## config.mk

```make
export PLATFORM = sky130hd
export DESIGN_NAME = button_event_ctrl
export DESIGN_NICKNAME = d
export VERILOG_FILES = /design/src/rtl/button_event_ctrl.sv
export SDC_FILE = /design/constraint.sdc
export NUM_CORES = 1
export LEC_CHECK = 0
export BUFFER_PORTS_ARGS = -buffer_cell sky130_fd_sc_hd__buf_2
export CORE_MARGIN = 3
export CORE_UTILIZATION = 32
export CTS_BUF_LIST = sky130_fd_sc_hd__clkbuf_4 sky130_fd_sc_hd__clkbuf_8 sky130_fd_sc_hd__clkbuf_16
export DETAILED_ROUTE_END_ITERATION = 7
export GPL_TIMING_DRIVEN = 0
export PLACE_DENSITY_LB_ADDON = 0.1
export SLEW_MARGIN = 20
export SYNTH_ARGS = -nofsm -noshare
export SYNTH_HDL_FRONTEND = slang
export SYNTH_SLANG_ARGS = --single-unit
export TNS_END_PERCENT = 100
```

## constraint.sdc

```tcl
create_clock -name clk -period 3.25 [get_ports clk]
set_clock_uncertainty 0.15 [all_clocks]
set_input_delay 0.325 -clock clk [delete_from_list [all_inputs] [get_ports clk]]
set_output_delay 0.325 -clock clk [all_outputs]
set_load 0.005 [all_outputs]
```

## src/rtl/button_event_ctrl.sv

```systemverilog
// Turns debounced button levels into one stream of press / auto-repeat events.
// Each button has a typematic delay/repeat FSM; a round-robin arbiter shares the single event port.
module button_event_ctrl #(
    parameter int                     NUM_BUTTONS   = 4,
    parameter int                     ID_BITS       = 2,
    parameter int                     TICK_DIV_BITS = 15,
    parameter logic [7:0]             DELAY_TICKS   = 8'd200,
    parameter logic [7:0]             REPEAT_TICKS  = 8'd50,
    parameter logic [NUM_BUTTONS-1:0] REPEAT_MASK   = {NUM_BUTTONS{1'b1}}
) (
    input  logic                   clk,
    input  logic                   rst_in,
    input  logic                   enable,
    input  logic [NUM_BUTTONS-1:0] button_in,
    output logic                   event_valid,
    input  logic                   event_ready,
    output logic [ID_BITS-1:0]     event_id,
    output logic                   event_repeat,
    output logic                   overrun
);

    localparam int IDXW = $clog2(NUM_BUTTONS);

    typedef enum logic [1:0] {
        ST_IDLE,
        ST_DELAY,
        ST_REPEAT
    } btn_state_t;

    logic [TICK_DIV_BITS-1:0] tick_div;
    logic                     tick;
    logic [NUM_BUTTONS-1:0]   btn_prev;
    logic [NUM_BUTTONS-1:0]   press;

    btn_state_t               state_q [NUM_BUTTONS];
    btn_state_t               state_d [NUM_BUTTONS];
    logic [7:0]               cnt_q   [NUM_BUTTONS];
    logic [7:0]               cnt_d   [NUM_BUTTONS];
    logic [NUM_BUTTONS-1:0]   rpt_evt;

    logic [NUM_BUTTONS-1:0]   pending_q, pending_d;
    logic [NUM_BUTTONS-1:0]   rpt_q, rpt_d;
    logic [NUM_BUTTONS-1:0]   coalesce;
    logic [NUM_BUTTONS-1:0]   grant_vec;

    logic [IDXW-1:0]          last_grant;
    logic [IDXW-1:0]          winner;
    logic [IDXW-1:0]          cand;
    logic                     found;
    logic                     grant_fire;

    assign tick  = &tick_div;
    assign press = button_in & ~btn_prev;

    // NOTE: sequential state uses non-blocking assignments so every register samples pre-edge values.
    always_ff @(posedge clk or negedge rst_in) begin
        if (!rst_in) begin
            tick_div <= '0;
            btn_prev <= '0;
        end else begin
            tick_div <= tick_div + TICK_DIV_BITS'(1);
            btn_prev <= button_in;
        end
    end

    // NOTE: the per-button state array is small control state, so it is reset like any other flop.
    always_ff @(posedge clk or negedge rst_in) begin
        if (!rst_in) begin
            for (int d = 0; d < NUM_BUTTONS; d++) begin
                state_q[d] <= ST_IDLE;
                cnt_q[d]   <= '0;
            end
        end else begin
            for (int d = 0; d < NUM_BUTTONS; d++) begin
                state_q[d] <= state_d[d];
                cnt_q[d]   <= cnt_d[d];
            end
        end
    end

    // Release is tested before expiry so a same-cycle release suppresses the repeat.
    always_comb begin
        for (int d = 0; d < NUM_BUTTONS; d++) begin
            // NOTE: defaults first keep every path assigned, so no latches are inferred.
            state_d[d] = state_q[d];
            cnt_d[d]   = cnt_q[d];
            rpt_evt[d] = 1'b0;
            if (!enable) begin
                state_d[d] = ST_IDLE;
            end else begin
                case (state_q[d])
                    ST_IDLE: begin
                        if (press[d] && REPEAT_MASK[d]) begin
                            state_d[d] = ST_DELAY;
                            cnt_d[d]   = DELAY_TICKS;
                        end
                    end
                    ST_DELAY, ST_REPEAT: begin
                        if (!button_in[d]) begin
                            state_d[d] = ST_IDLE;
                        end else if (tick) begin
                            if (cnt_q[d] == 8'd1) begin
                                rpt_evt[d] = 1'b1;
                                cnt_d[d]   = REPEAT_TICKS;
                                state_d[d] = ST_REPEAT;
                            end else begin
                                cnt_d[d] = cnt_q[d] - 8'd1;
                            end
                        end
                    end
                    default: state_d[d] = ST_IDLE;
                endcase
            end
        end
    end

    // Round-robin search starting just after the last granted button.
    always_comb begin
        winner = '0;
        cand   = '0;
        found  = 1'b0;
        for (int i = 1; i <= NUM_BUTTONS; i++) begin
            cand = IDXW'((int'(last_grant) + i) % NUM_BUTTONS);
            if (!found && pending_q[cand]) begin
                found  = 1'b1;
                winner = cand;
            end
        end
    end

    assign grant_fire = enable & found & (~event_valid | event_ready);

    always_comb begin
        grant_vec = '0;
        if (grant_fire) begin
            grant_vec[winner] = 1'b1;
        end
    end

    // A new event on a button being granted this cycle is kept rather than coalesced.
    always_comb begin
        pending_d = pending_q;
        rpt_d     = rpt_q;
        coalesce  = '0;
        if (!enable) begin
            pending_d = '0;
            rpt_d     = '0;
        end else begin
            for (int d = 0; d < NUM_BUTTONS; d++) begin
                if (press[d] || rpt_evt[d]) begin
                    if (pending_q[d] && !grant_vec[d]) begin
                        coalesce[d] = 1'b1;
                        if (press[d]) begin
                            rpt_d[d] = 1'b0;
                        end
                    end else begin
                        pending_d[d] = 1'b1;
                        rpt_d[d]     = rpt_evt[d];
                    end
                end else if (grant_vec[d]) begin
                    pending_d[d] = 1'b0;
                end
            end
        end
    end

    always_ff @(posedge clk or negedge rst_in) begin
        if (!rst_in) begin
            pending_q    <= '0;
            rpt_q        <= '0;
            last_grant   <= IDXW'(NUM_BUTTONS - 1);
            event_valid  <= 1'b0;
            event_id     <= '0;
            event_repeat <= 1'b0;
            overrun      <= 1'b0;
        end else begin
            pending_q <= pending_d;
            rpt_q     <= rpt_d;
            if (|coalesce) begin
                overrun <= 1'b1;
            end
            if (grant_fire) begin
                event_valid  <= 1'b1;
                event_id     <= ID_BITS'(winner);
                event_repeat <= rpt_q[winner];
                last_grant   <= winner;
            end else if (event_ready) begin
                event_valid  <= 1'b0;
            end
        end
    end

endmodule

```

==> summary.txt <==
Most frequent cells in the layout - 74 x nand2_1, 72 x dfrtp_1, 46 x o21ai_0
Tcrit/Tclk final - 0.7817
Core Rows - 40
CTS root buf - clkbuf_16
Max cap viols - 0
Worst-path cell chain - ha_1 > nand4_1 > or4_1 > buf_2 > buf_6 > a211o_1 > o41ai_1 > nand2_1
LEAKAGE - 2.011 nW
RSZ-0062 raised after global routing - false
CTS H-tree depth - 3
Routed Antenna Nets - 0
Worst EP required - 3.32 ns
CTS tree - built
Crit path depth - 8
Status - finished clean
Synth cell types - 56
Number of global-route vias before repair - 3127
Worst Setup SP - tick_div[0]
Worst rel slew slack - 0.6209
Worst slew pin tran - 0.5675 ns
Final Non-Filler Cells - 646
Launching point of the worst reg2reg path - tick_div[0]
Top cells by area, synth - dfrtp_1 45%, nand2_1 6.9%, o21ai_0 5.7%
Fillers - 1245
Clock Sinks - 74
Peak VDD IR - 0.2131 mV
Pins Over Slew Limit - 0
Area of the mapped netlist - 4026 um2
Worst Hold Class - in2reg
Nature of the critical path endpoint - flip-flop
WL final - 8515 um
Synth top area share - 0.4475
Hpwl dp - 5956 um
Fin. Hold Viols - 0
Share of cells above drive strength 1 - 0.09414
Multi-input logic area - 2023 um2
Sequential cell area - 1854 um2
Vias - 3205
Yosys top cell by area - dfrtp_1
Max Fclk - 393.6 MHz
Aggregate global-route resource usage - 0.1329
Initial DRC Count - 201
Setup-failing EPs final - 0
Fraction of registers with async set/reset - 1.000
Critical Path Start Type - flip-flop
Total CTS buffers - 9
Remaining DRCs - 0
Number of synthesized flops with an enable pin - 0
Synthesized net count - 469
Initial antenna violation count - 0
R2R cell count - 8
DP Cell Count - 625
Worst path top cell family by delay - compound AO/OA/AOI/OAI gates
Overall die height - 118.2 um
TNS Setup - 0 ns
CP arrival - 2.61 ns
Worst Path Max Fanout - 10
I/O pin total - 13
Vias per cell - 4.961
Post-Syn Instances - 444
Starting Density - 0.3311
First-pass GRT wire length - 15140 um
Grt ovf - 0
PortBufs - 12
PwrDens - 655.3 nW/um2
Fin crit period - 2.540 ns
Final Wtd Congestion - 0.8178
Clock latency on the worst-skew pair - 0.34 ns
CP Class - reg2reg
Mean area per synthesized cell - 9.068 um2
Die area - 13960 um2
R2r endpoint - cnt_q[27]
Flops & latches, synth - 74
Synth Warn # - 0
Die W - 118.2 um
Final nets - 498
Avg WL per Cell - 13.18 um
DR pass1 iterations - 4
Largest net degree at the start of global routing - 39
Worst-path clk slew - 0.06 ns
Most common cell after layout, fill and taps aside - nand2_1
Main synth FF type - dfrtp_1
R2r setup slk - 0.71 ns
CP peak stage delay - 0.39 ns
Layout area overhead - 15.38%
Post-CTS Setup Inserts - 0
Diode count - 0
CTS max path bufs - 2
Seq/Total Area, Yosys - 0.4605
CP endpoint - cnt_q[27]
Worst Path Buf+Inv - 2
Core area - 12160 um2
Slowest-stage cell, CP - dfrtp_1
## stage by stage
step	hold slack (ns)	setup slack, ns	util	power, mW	cell area (um2)
2_1_floorplan	-0.1206	1.008	-	1.902	4026
6_report	0.1266	0.7095	0.3820	3.044	4646
3_3_place_gp	0.3097	0.6927	0.3533	2.107	4297
4_1_cts	0.1213	0.6757	0.3820	3.096	4646
5_1_grt	0.1513	0.4206	0.3820	3.290	4646
3_5_place_dp	0.1904	0.6844	0.3551	2.123	4319
## flip-flops by register name, summed over array words and instances, names as in the netlist
| signal | cells |
|---|---|
| btn_prev | 4 |
| cnt_q | 32 |
| event_id | 2 |
| event_repeat | 1 |
| event_valid | 1 |
| last_grant | 2 |
| overrun | 1 |
| pending_q | 4 |
| rpt_q | 4 |
| state_q | 8 |
| tick_div | 15 |
## layout make-up
type,count,area share
clock buffers,13,0.05629
clock inverters,3,0.003232
multi-input cells,334,0.4355
plain buffers,11,0.01185
well taps,168,0.04525
flip-flops and latches,74,0.3991
inverters,25,0.02020
repair buffers,18,0.02855
## metal layers
metal  wire [um]  global-route usage  vias to the layer above
li1            -                   -                     1630
met2        3735              0.2001                       30
met3         207             0.02536                       11
met5           0                   0                        -
met1        4351              0.1793                     1534
met4         221             0.07399                        0
## logic make-up (layout without fill, tap and decap cells)
logic type	Yosys count	count (layout)	share of synthesized area
compound gates	119	119	0.1952
xor+xnor	13	13	0.02828
fa+ha+maj	17	17	0.05283
buf+inv	36	70	0.03698
flops	74	74	0.4605
mux	5	5	0.01305
simple gates	180	180	0.2132
## power breakdown
part	switching (mW)	leakage (nW)	internal, mW	total [mW]
Clock	0.374	0.144	0.559	0.933
Combinational	0.467	0.948	0.320	0.788
Sequential	0.193	0.920	1.13	1.32
## tightest hold or removal path, delay by kind of cell
family        cells  cell delay [ns]
simple gates      2             0.18
buf+inv           1             0.08
## worst min-delay path by stage
stage           startpoint           to  cells after the start
4_1_cts        event_ready  event_valid                      3
6_report       event_ready  event_valid                      3
5_1_grt        event_ready  event_valid                      3
3_3_place_gp   event_id[1]  event_id[1]                      2
3_5_place_dp        rst_in    cnt_q[13]                      1
2_1_floorplan       rst_in  btn_prev[0]                      0
## cells in the mapped netlist, types with 7 or more instances
library cell / n
nor3_1: 7
nand2_1: 74
nand2b_1: 9
nand3_1: 29
nor2_1: 28
dfrtp_1: 72
inv_1: 25
ha_1: 17
xnor2_1: 8
a21oi_1: 22
nand4_1: 7
clkbuf_1: 7
o21ai_0: 46
## timing repair
item	in CTS	in global routing
hold endpoints to repair	38	0
gates resized for setup	0	0
hold buffers	5	0
Note: power is estimated with default switching activity, not from simulation.
